==> src/rtl/arb_client_mux.sv <==
`default_nettype none
// ============================================================================
// Module      : arb_client_mux
// Description : N-requester client mux in front of an external arbiter; issues
//               granted requests downstream and routes in-order responses back
//               through an index FIFO. Optional starvation flags are enabled
//               with the ARB_CLIENT_STARVE_EN macro.
// Revision    : 1.0 - initial release
// ============================================================================
module arb_client_mux #(
    parameter int N     = 3,
    parameter int DW    = 32,
    parameter int RW    = 32,
    parameter int DEPTH = 4,
    parameter int TMO   = 255
) (
    input  logic                   clk,
    input  logic                   rstn,
    input  logic [N-1:0]           s_valid,
    input  logic [N*DW-1:0]        s_data,
    output logic [N-1:0]           s_ready,
    output logic [N-1:0]           arb_req,
    input  logic [N-1:0]           arb_gnt,
    output logic                   arb_upd,
    output logic                   m_valid,
    input  logic                   m_ready,
    output logic [DW-1:0]          m_data,
    input  logic                   m_rsp_valid,
    output logic                   m_rsp_ready,
    input  logic [RW-1:0]          m_rsp_data,
    output logic [N-1:0]           s_rsp_valid,
    input  logic [N-1:0]           s_rsp_ready,
    output logic [RW-1:0]          s_rsp_data,
    output logic [$clog2(DEPTH):0] outstanding,
`ifdef ARB_CLIENT_STARVE_EN
    output logic [N-1:0]           starve,
`endif
    output logic                   err
);

    localparam int c_aw = $clog2(DEPTH);
    localparam int c_iw = (N > 1) ? $clog2(N) : 1;
    localparam logic [c_aw:0] c_full_level = (c_aw + 1)'(DEPTH);

    logic [c_iw-1:0] r_order [DEPTH];
    logic [c_aw-1:0] r_wptr;
    logic [c_aw-1:0] r_rptr;
    logic [c_aw:0]   r_count;
    logic            r_m_valid;
    logic [DW-1:0]   r_m_data;
    logic            r_err;

    logic            w_full;
    logic            w_empty;
    logic            w_can_issue;
    logic [N-1:0]    w_req;
    logic            w_multi;
    logic            w_onehot;
    logic            w_outside;
    logic            w_accept;
    logic            w_pop;
    logic            w_err_set;
    logic [c_iw-1:0] w_gnt_idx;
    logic [c_iw-1:0] w_head;
    logic [DW-1:0]   w_gnt_data;

    assign w_full  = (r_count == c_full_level);
    assign w_empty = (r_count == '0);

    // rstn gates issue so every combinational output is quiet during reset
    assign w_can_issue = rstn && !w_full && (!r_m_valid || m_ready);
    assign w_req       = s_valid & {N{w_can_issue}};

    assign w_multi   = |(arb_gnt & (arb_gnt - N'(1)));
    assign w_onehot  = (|arb_gnt) && !w_multi;
    assign w_outside = |(arb_gnt & ~w_req);
    assign w_accept  = w_onehot && !w_outside && w_can_issue;

    always_comb begin
        w_gnt_idx  = '0;
        w_gnt_data = '0;
        for (int i = 0; i < N; i++) begin
            if (arb_gnt[i]) begin
                w_gnt_idx  = w_gnt_idx | c_iw'(i);
                w_gnt_data = w_gnt_data | s_data[i*DW +: DW];
            end
        end
    end

    assign arb_req = w_req;
    assign s_ready = arb_gnt & {N{w_accept}};
    assign arb_upd = w_accept;
    assign m_valid = r_m_valid;
    assign m_data  = r_m_data;

    assign w_head      = r_order[r_rptr];
    assign m_rsp_ready = !w_empty && s_rsp_ready[w_head];
    assign w_pop       = m_rsp_valid && m_rsp_ready;
    assign s_rsp_data  = w_empty ? '0 : m_rsp_data;

    always_comb begin
        s_rsp_valid = '0;
        if (!w_empty) begin
            s_rsp_valid[w_head] = m_rsp_valid;
        end
    end

    assign w_err_set   = w_multi || w_outside || (m_rsp_valid && w_empty);
    assign err         = r_err;
    assign outstanding = r_count;

    always_ff @(posedge clk or negedge rstn) begin
        if (!rstn) begin
            r_m_valid <= 1'b0;
            r_m_data  <= '0;
            r_wptr    <= '0;
            r_rptr    <= '0;
            r_count   <= '0;
            r_err     <= 1'b0;
        end else begin
            if (w_accept) begin
                r_m_valid <= 1'b1;
                r_m_data  <= w_gnt_data;
            end else if (m_ready) begin
                r_m_valid <= 1'b0;
            end
            if (w_accept) begin
                r_wptr <= r_wptr + 1'b1;
            end
            if (w_pop) begin
                r_rptr <= r_rptr + 1'b1;
            end
            case ({w_accept, w_pop})
                2'b10:   r_count <= r_count + 1'b1;
                2'b01:   r_count <= r_count - 1'b1;
                default: r_count <= r_count;
            endcase
            if (w_err_set) begin
                r_err <= 1'b1;
            end
        end
    end

    // Entries need no reset: the pointers define which ones are live
    always_ff @(posedge clk) begin
        if (w_accept) begin
            r_order[r_wptr] <= w_gnt_idx;
        end
    end

`ifdef ARB_CLIENT_STARVE_EN
    localparam int c_cw = $clog2(TMO + 2);
    localparam logic [c_cw-1:0] c_tmo = c_cw'(TMO);

    logic [c_cw-1:0] r_starve_cnt [N];

    for (genvar gi = 0; gi < N; gi++) begin : g_starve
        always_ff @(posedge clk or negedge rstn) begin
            if (!rstn) begin
                r_starve_cnt[gi] <= '0;
            end else if (!s_valid[gi] || s_ready[gi]) begin
                r_starve_cnt[gi] <= '0;
            end else if (r_starve_cnt[gi] < c_tmo) begin
                r_starve_cnt[gi] <= r_starve_cnt[gi] + 1'b1;
            end
        end
        assign starve[gi] = (r_starve_cnt[gi] >= c_tmo);
    end
`endif

endmodule
`default_nettype wire

==> config.mk <==
export PLATFORM = sky130hd
export DESIGN_NAME = arb_client_mux
export DESIGN_NICKNAME = d
export VERILOG_FILES = /design/src/rtl/arb_client_mux.sv
export SDC_FILE = /design/constraint.sdc
export NUM_CORES = 1
export LEC_CHECK = 0
export ABC_CLOCK_PERIOD_IN_PS = 5780
export CAP_MARGIN = 20
export CORE_UTILIZATION = 30
export DETAILED_ROUTE_END_ITERATION = 6
export DONT_BUFFER_PORTS = 1
export RECOVER_POWER = 100
export SLEW_MARGIN = 10
export SYNTH_ARGS = -nofsm -noshare
export SYNTH_HDL_FRONTEND = slang
export SYNTH_SLANG_ARGS = --single-unit
==> constraint.sdc <==
create_clock -name clk -period 5.78 [get_ports clk]
set_input_delay 0.289 -clock clk [delete_from_list [all_inputs] [get_ports clk]]
set_output_delay 0.289 -clock clk [all_outputs]
set_load 0.1 [all_outputs]
==> reports/metrics.yaml, run 1 <==
status:
  status: "complete, but fails checks"
  violations: "capacitance limit, slew limit"
clocking:
  cts.htree.levels: 2
  post_cts_resized: 0
  clkLatencyLatePin_ns: 0.30
  root_buffer: "clkbuf_8"
  clockBufferDepth: 2
  clkTransAtPathRegs_ns: 0.10
  cts_tree: "built"
  post_cts_buffers: 0
  cts_buffers: 5
  cts-hold-fix-buffers: 2
  cts.sinks: 49
sta:
  max_slew_margin_pct: -56.77
  tns_ns: 0
  fmax_mhz: 231.4
  finClkSkew_ns: 0.008277
  final_max_slew_viol_count: 79
  worstMarginPinSlew_ns: 2.352
  report.final.setup_viol: 0
  rsz0062_at_grt: "no"
  finalCriticalPeriod_ns: 4.322
  period_share_pct: 74.77
  finalHoldViolCount: 0
drt:
  vias: 2264
  routed_wl_mm: 8.961
  vias_per_cell: 5.703
  wire_per_inst_um: 22.57
  antenna_left: 0
  drt-pass1-iter-count: 7
  drt_iter0_markers: 221
  post-route-drc-count: 0
worst_hold_path:
  hold_path_depth: 0
  min_to: "r_order[1][0]$_DFFE_PP_"
  min-delay-start: "arb_gnt[1]"
  hold_class: "input pin to register"
synthesis:
  synthesis.nets: 422
  syn_area_mm2: 0.002969
  synth_top_family_by_area: "multiplexers"
  yosysUniqueCellTypes: 41
  synth_top_cell_by_area: "dfrtp_1"
  synth-simple-area-share_pct: 14.75
  synthXorXnorAreaFrac_pct: 1.180
  synth_edf_count: 8
  synth_compound_area_share_pct: 13.19
  synth-main-ff-cell: "dfrtp_1"
  synth_warnings: 0
  async_reset_ff_share_pct: 83.67
  yosys-top-cells-area: "dfrtp_1, mux2i_1, a222oi_1"
  synthDominantCellAreaShare_pct: 34.56
  yosys.area_share.adder_pct: 2.781
  syn_avg_cell_area_um2: 10.80
  syn_inst: 275
  ys_seq_area_share_pct: 42.65
  synthMuxAreaShare_pct: 15.63
  ys_ff_latch: 49
critical_path:
  critPathLaunchType: "register"
  arrival_ns: 4.03
  worstPathRequired_ns: 5.49
  worstSetupPathType: "register to output port"
  crit_fanout: 40
  reg2reg_from: "outstanding[1]$_DFFE_PN0P_"
  r2r_slack_ns: 2.63
  timing.rr.end: "r_order[1][1]$_DFFE_PP_"
  end_kind: "output port"
  r2r_cells: 5
final_layout:
  multiInputGateArea_mm2: 0.001408
  area.growth.synth_to_final_pct: 6.616
  area.sequential_mm2: 0.001266
  finish.net_count: 415
  fill_cells: 954
  final_layout_size_suffix_gt1_share_pct: 7.463
  antenna-diode-count: 0
grt:
  grt_max_degree: 43
  grt_antenna_before_repair: 1
  track_usage_pct: 16.12
  grt-ovfl-total: 0
  grt_pass1_vias: 2142
  grt_first_pass_wirelength_mm: 11.96
placement:
  place_hpwl_mm: 6.597
  gp_congestion: 0.8797
  port_buffers: 0
die:
  coreArea_mm2: 0.009415
  boundaryPins: 221
  fp.dieH_um: 101.5
  rows: 35
  initial_core_util_pct: 31.53
  die_w_um: 101.5
  die-area_mm2: 0.01030
run:
  drv_cap: 38
==> layout make-up <==
| type | instances | share of cell area [%] |
|---|---|---|
| Clock buffer | 6 | 2.609 |
| Clock inverter | 1 | 0.2372 |
| Inverter | 42 | 5.059 |
| Multi-Input combinational cell | 163 | 44.47 |
| Sequential cell | 49 | 40.00 |
| Tap cell | 129 | 5.099 |
| Timing Repair Buffer | 7 | 2.530 |
==> synthesized netlist by cell type, types with 3 or more instances <==
library cell  number
and2_1             5
edfxtp_1           8
inv_1             41
nor2_1             6
a222oi_1          32
nor2b_1           35
nand2b_1           3
dfrtp_1           41
or4_1              4
mux4_2             3
buf_6              4
clkbuf_1          13
ha_1               5
mux2i_1           37
==> kinds of logic after synthesis <==
group                      Yosys count
muxes                               42
and+or+nand+nor                     70
adders and majority gates            6
buffers and inverters               63
DFF                                 49
AOI/OAI and AO/OA                   41
xor gates and xnor gates             4
==> how the worst max path moves through the flow <==
stage,cells after the start,endpoint,from
after floorplan,3,s_ready[1],outstanding[0]$_DFFE_PN0P_
after global placement,5,s_ready[2],outstanding[1]$_DFFE_PN0P_
after detailed placement,5,s_ready[2],outstanding[1]$_DFFE_PN0P_
after CTS,5,s_ready[2],outstanding[1]$_DFFE_PN0P_
after global routing,5,s_ready[2],outstanding[1]$_DFFE_PN0P_
final,5,s_ready[2],outstanding[1]$_DFFE_PN0P_
==> per-stage QoR <==
step / std cells / cell area (µm²) / worst slack [ns] / utilization, % / hold WS (ns)
after global routing: 397 / 3166 / 1.306 / 33.62 / 0.06809
final: 397 / 3166 / 1.458 / 33.62 / 0.08867
after CTS: 397 / 3317 / 1.659 / 35.23 / 0.07599
after floorplan: 275 / 2969 / 0.9325 / - / -0.006591
after detailed placement: 388 / 3189 / 2.020 / 33.87 / -0.005577
after global placement: 388 / 3189 / 2.087 / 33.87 / -0.005212
==> layout by cell type, fill, tap and decap left out, types with 3 or more instances in the layout <==
| master | n |
|---|---|
| or4_1 | 4 |
| nor2b_1 | 35 |
| a222oi_1 | 32 |
| edfxtp_1 | 8 |
| clkbuf_8 | 6 |
| dfrtp_1 | 41 |
| nor2_1 | 5 |
| mux2i_1 | 37 |
| inv_1 | 41 |
| nand2b_1 | 3 |
| ha_1 | 5 |
| clkbuf_1 | 4 |
| and2_0 | 5 |
| mux4_2 | 3 |
==> flip-flops by register name, indices dropped and copies added, names as in the netlist <==
register	cells
m_data	32
r_order	8
outstanding	3
r_rptr	2
r_wptr	2
err	1
m_valid	1
==> worst max-delay path, stage by stage, from the launching register on <==
cell and delay [ns]:
dfrtp_1 1.01, or3b_1 0.27, nand3_1 0.23, a211o_2 0.39, inv_4 0.60, and2_0 1.15
==> metal layers <==
metal  global-route usage (%)  part of all wire (%)
met3                    4.969                    11
met5                        0                     0
met4                    4.794                   1.8
met1                    16.45                    34
met2                    31.24                    53
Power of run 1 is not shown: default switching activity piles up to over one toggle a cycle in this logic, so the estimate is an artifact.
==> run 2: changes to the inputs <==
--- a/config.mk
+++ b/config.mk
@@ -5,7 +5,7 @@
 export SDC_FILE = /design/constraint.sdc
 export NUM_CORES = 1
 export LEC_CHECK = 0
-export ABC_CLOCK_PERIOD_IN_PS = 5780
+export ABC_CLOCK_PERIOD_IN_PS = 3900
 export CAP_MARGIN = 20
 export CORE_UTILIZATION = 30
 export DETAILED_ROUTE_END_ITERATION = 6
==> constraint.sdc (replaced) <==
create_clock -name clk -period 3.9 [get_ports clk]
set_input_delay 0.195 -clock clk [delete_from_list [all_inputs] [get_ports clk]]
set_output_delay 0.195 -clock clk [all_outputs]
set_load 0.1 [all_outputs]
==> run 2 against run 1 <==
  * The run still ends with capacitance limit, slew limit left
  * Cell count is 9.3% higher
  * Non-clock buffer count up 36
  * Sequential share of layout area is 3.5 points lower
  * Register-to-register slack worse by 2.0 ns
  * Global-route usage up 0.26 points
  * Design area is 9.6% higher
  * Critical path type unchanged
  * Die area unchanged
  * Routed wire length shrank 0.62%
  * Clock skew is 0.00083 ns higher
  * Worst setup slack worse by 0.91 ns
==> reports/metrics.yaml, run 2 (synthesized netlist as in run 1, its figures left out) <==
status:
  status: "complete, but fails checks"
  violations: "capacitance limit, slew limit"
worst_hold_path:
  min_to: "err$_DFFE_PN0P_"
  hold_path_depth: 2
  hold_class: "input pin to register"
  min-delay-start: "m_rsp_valid"
sta:
  max_slew_margin_pct: -51.61
  period_share_pct: 86.02
  report.final.setup_viol: 0
  finalCriticalPeriod_ns: 3.355
  worstMarginPinSlew_ns: 2.274
  tns_ns: 0
  finClkSkew_ns: 0.009105
  whs_ns: 0.09391
  rsz0062_at_grt: "no"
  finalHoldViolCount: 0
  fmax_mhz: 298.1
  final_max_slew_viol_count: 42
clocking:
  cts_buffers: 5
  root_buffer: "clkbuf_8"
  clkLatencyLatePin_ns: 0.30
  post_cts_resized: 0
  post_cts_buffers: 0
  clockBufferDepth: 2
  cts_tree: "built"
  cts.sinks: 49
  cts-hold-fix-buffers: 4
  cts.htree.levels: 2
  clkTransAtPathRegs_ns: 0.08
placement:
  postPlaceCellArea_mm2: 0.003422
  port_buffers: 0
  gp_congestion: 0.8109
  place_hpwl_mm: 6.629
critical_path:
  crit_buf_inv: 3
  worstPathCellList: "clkbuf_1 > nor3_1 > buf_4 > nor2b_2 > clkbuf_1"
  worstPathRequired_ns: 3.70
  crit_fanout: 35
  end_kind: "output port"
  arrival_ns: 3.16
  r2r_cells: 9
  r2r_slack_ns: 0.67
  worstSetupPathType: "register to output port"
  cp_slowest_stage_delay_ns: 1.05
  critPathLaunchType: "register"
  crit_family: "buffers and inverters"
  slowest_stage: "clkbuf_1"
  timing.rr.end: "outstanding[2]$_DFFE_PN0P_"
  reg2reg_from: "outstanding[2]$_DFFE_PN0P_"
  cp_common_cell: "clkbuf_1"
die:
  die_w_um: 101.5
  coreArea_mm2: 0.009415
  boundaryPins: 221
  rows: 35
  die-area_mm2: 0.01030
  fp.dieH_um: 101.5
  initial_core_util_pct: 31.53
grt:
  grt_antenna_before_repair: 0
  grt_pass1_vias: 2292
  grt_first_pass_wirelength_mm: 12.37
  grt-ovfl-total: 0
  track_usage_pct: 16.37
  grt_max_degree: 42
drt:
  routed_wl_mm: 8.905
  post-route-drc-count: 0
  antenna_left: 0
  drt_iter0_markers: 200
  vias: 2347
  wire_per_inst_um: 20.52
  vias_per_cell: 5.408
  drt-pass1-iter-count: 6
final_layout:
  final_util_pct: 36.86
  area.growth.synth_to_final_pct: 16.90
  finish.net_count: 451
  design_area_mm2: 0.003471
  final_layout_size_suffix_gt1_share_pct: 27.21
  fill_cells: 944
  final_cell_mix: "inv_1, dfrtp_1, mux2i_1"
  antenna-diode-count: 0
  largest_reg_flops: 32
run:
  drv_cap: 1
run 2: cell count changes in the layout (fill, tap and decap cells not counted), moves of 5 or more:
cell and change:
buf_4 +23, clkbuf_1 +10, clkbuf_2 +5, nor2b_1 -34, nor2b_2 +34
run 2: per-layer routing:
metal / global-route usage (%) / vias up / wire length, µm
met5: 0 / - / 0
met4: 3.902 / 0 / 128
met3: 5.383 / 10 / 1048
met2: 32.08 / 180 / 4807
met1: 16.59 / 1106 / 2921
li1: - / 1051 / -
run 2: through the flow:
stage,worst slack [ns],std cells
final,0.5454,434
after global routing,0.3514,434
after CTS,0.8357,434
after detailed placement,1.105,422
after global placement,1.179,422
after floorplan,0.5133,275
run 2: cell type report:
class	count	area, µm²	share of cell area [%]
Sequential cell	49	1266	36.48
Multi-Input combinational cell	163	1525	43.94
Clock inverter	1	8.758	0.2523
Timing Repair Buffer	43	272.8	7.859
Tap cell	129	161.4	4.650
Inverter	42	160.2	4.614
Clock buffer	7	76.32	2.199
run 2: worst register-to-register path, delay by kind of cell, from the launching register on:
kind | cells | cell delay (ns)
fa+ha+maj | 2 | 0.59
flops | 1 | 0.36
xor+xnor | 2 | 0.28
compound gates | 1 | 0.38
simple gates | 2 | 0.33
buf+inv | 2 | 1.12
run 2: worst max-delay path by stage:
| stage | cells after the start | slack, ns | endpoint | startpoint |
|---|---|---|---|---|
| 6_report | 5 | 0.55 | m_rsp_ready | outstanding[2]$_DFFE_PN0P_ |
| 5_1_grt | 5 | 0.35 | m_rsp_ready | outstanding[2]$_DFFE_PN0P_ |
| 4_1_cts | 7 | 0.84 | s_ready[2] | outstanding[0]$_DFFE_PN0P_ |
| 3_5_place_dp | 10 | 1.10 | outstanding[2]$_DFFE_PN0P_ | r_rptr[0]$_DFFE_PN0P_ |
| 3_3_place_gp | 10 | 1.18 | outstanding[2]$_DFFE_PN0P_ | r_rptr[0]$_DFFE_PN0P_ |
| 2_1_floorplan | 3 | 0.51 | s_ready[1] | outstanding[0]$_DFFE_PN0P_ |
Power of run 2 is left out for the same reason.
==> run 3: changes to the inputs <==
--- a/config.mk
+++ b/config.mk
@@ -7,8 +7,9 @@
 export LEC_CHECK = 0
 export ABC_CLOCK_PERIOD_IN_PS = 3900
 export CAP_MARGIN = 20
-export CORE_UTILIZATION = 30
+export CORE_AREA = 2 2 86 88
 export DETAILED_ROUTE_END_ITERATION = 6
+export DIE_AREA = 0 0 88 90
 export DONT_BUFFER_PORTS = 1
 export RECOVER_POWER = 100
 export SLEW_MARGIN = 10
==> run 3 against run 2 <==
  * The flow finishes with violations (DRC, capacitance limit, slew limit)
  * Utilization increased by 13 points
  * Clock-buffer cell count down 2
  * Fmax is 0.39% lower
  * Global-route usage grew 4.3 points
  * Routed wire length fell by 3.3%
  * Flip-flop and latch count unchanged
  * Via count up 2.3%
  * Die area down 23%
  * Register-to-register slack improved by 0.16 ns
  * First-iteration DRC count down 10%
  * Worst setup slack lost 0.013 ns
==> reports/metrics.yaml, run 3 (synthesized netlist as in run 1, its figures left out) <==
sta:
  max_slew_margin_pct: -48.93
  tns_ns: 0
  finClkSkew_ns: 0.01583
  report.final.setup_viol: 0
  fmax_mhz: 296.9
  period_share_pct: 86.35
  setup_ws_ns: 0.5323
  rsz0062_at_grt: "no"
  finalCriticalPeriod_ns: 3.368
  finalHoldViolCount: 0
  worstMarginPinSlew_ns: 2.234
  final_max_slew_viol_count: 42
critical_path:
  end_kind: "output port"
  r2r_slack_ns: 0.83
  timing.rr.end: "m_data[29]$_DFFE_PN0P_"
  critPathLaunchType: "register"
  crit_fanout: 32
  slowest_stage: "clkbuf_1"
  r2r_cells: 7
  worstSetupPathType: "register to output port"
  reg2reg_from: "outstanding[0]$_DFFE_PN0P_"
  worstPathCellList: "clkbuf_1 > nor3_1 > clkbuf_2 > nor2b_1 > buf_4"
  worstPathRequired_ns: 3.70
  cp_slowest_stage_delay_ns: 1.00
  arrival_ns: 3.17
clocking:
  root_buffer: "clkbuf_8"
  clkTransAtPathRegs_ns: 0.11
  post_cts_buffers: 0
  cts_tree: "built"
  cts.htree.levels: 2
  cts_buffers: 5
  cts.sinks: 49
  clockBufferDepth: 2
  clkLatencyLatePin_ns: 0.31
  cts-hold-fix-buffers: 4
  post_cts_resized: 0
final_layout:
  final_util_pct: 50.21
  fin_cells: 411
  area.growth.synth_to_final_pct: 18.71
  fill_cells: 658
  antenna-diode-count: 0
  multiInputGateArea_mm2: 0.001528
  largest_reg_flops: 32
  final_cell_mix: "inv_1, dfrtp_1, mux2i_1"
  area.sequential_mm2: 0.001266
  final_layout_size_suffix_gt1_share_pct: 30.45
  finish.net_count: 458
worst_hold_path:
  hold_class: "input pin to register"
  min-delay-start: "m_rsp_valid"
  min_to: "err$_DFFE_PN0P_"
  hold_path_depth: 2
die:
  die_w_um: 88
  coreArea_mm2: 0.007020
  rows: 31
  fp.dieH_um: 90
  boundaryPins: 221
  initial_core_util_pct: 42.29
  die-area_mm2: 0.007920
placement:
  dp_cells: 399
  place_hpwl_mm: 6.288
  gp_congestion: 0.7698
  port_buffers: 0
  pre_cts_ws_ns: 1.093
grt:
  grt-ovfl-total: 0
  track_usage_pct: 20.63
  grt_pass1_vias: 2340
  grt_max_degree: 42
  grt_antenna_before_repair: 0
  grt_first_pass_wirelength_mm: 12.59
drt:
  drt-pass1-iter-count: 7
  antenna_left: 0
  wire_per_inst_um: 20.95
  drt_iter0_markers: 180
  vias_per_cell: 5.839
  vias: 2400
  post-route-drc-count: 5
  routed_wl_mm: 8.609
status:
  violations: "DRC, capacitance limit, slew limit"
  status: "complete, but fails checks"
run:
  drv_cap: 1
[run 3: critical path: cells and delay by family, from the launching register on]
kind | cells | cell delay, ns
buf+inv | 3 | 1.93
simple gates | 2 | 0.57
flops | 1 | 0.36
[run 3: worst max-delay path by stage]
stage                               start  depth (start not counted)                endpoint
3_5_place_dp   outstanding[0]$_DFFE_PN0P_                          7   m_data[2]$_DFFE_PN0P_
4_1_cts        outstanding[0]$_DFFE_PN0P_                          7              s_ready[2]
5_1_grt        outstanding[2]$_DFFE_PN0P_                          5          s_rsp_data[22]
6_report       outstanding[2]$_DFFE_PN0P_                          5          s_rsp_data[31]
2_1_floorplan  outstanding[0]$_DFFE_PN0P_                          3              s_ready[1]
3_3_place_gp   outstanding[0]$_DFFE_PN0P_                          7  m_data[25]$_DFFE_PN0P_
[run 3: layout make-up]
cell class | instances | share of cell area [%]
multi-input combinational | 163 | 43.34
timing repair buffer | 50 | 9.762
clock inverter | 3 | 0.9585
sequential | 49 | 35.92
inverter | 42 | 4.544
clock buffer | 5 | 1.952
tap | 99 | 3.514
[run 3: per-layer routing]
layer / GRT usage [%] / wire length [µm] / vias up
met3: 5.785 / 851 / 8
met5: 0 / 0 / -
li1: - / - / 1064
met1: 23.63 / 3116 / 1155
met2: 36.99 / 4515 / 173
met4: 5.385 / 125 / 0
[run 3: metrics by stage]
stage	hold WS (ns)	area [µm²]
2_1_floorplan	-0.1006	2982
3_3_place_gp	-0.09905	3437
3_5_place_dp	-0.09954	3437
4_1_cts	0.04198	3590
5_1_grt	0.05244	3525
6_report	0.04481	3525
Power of run 3 is left out for the same reason.
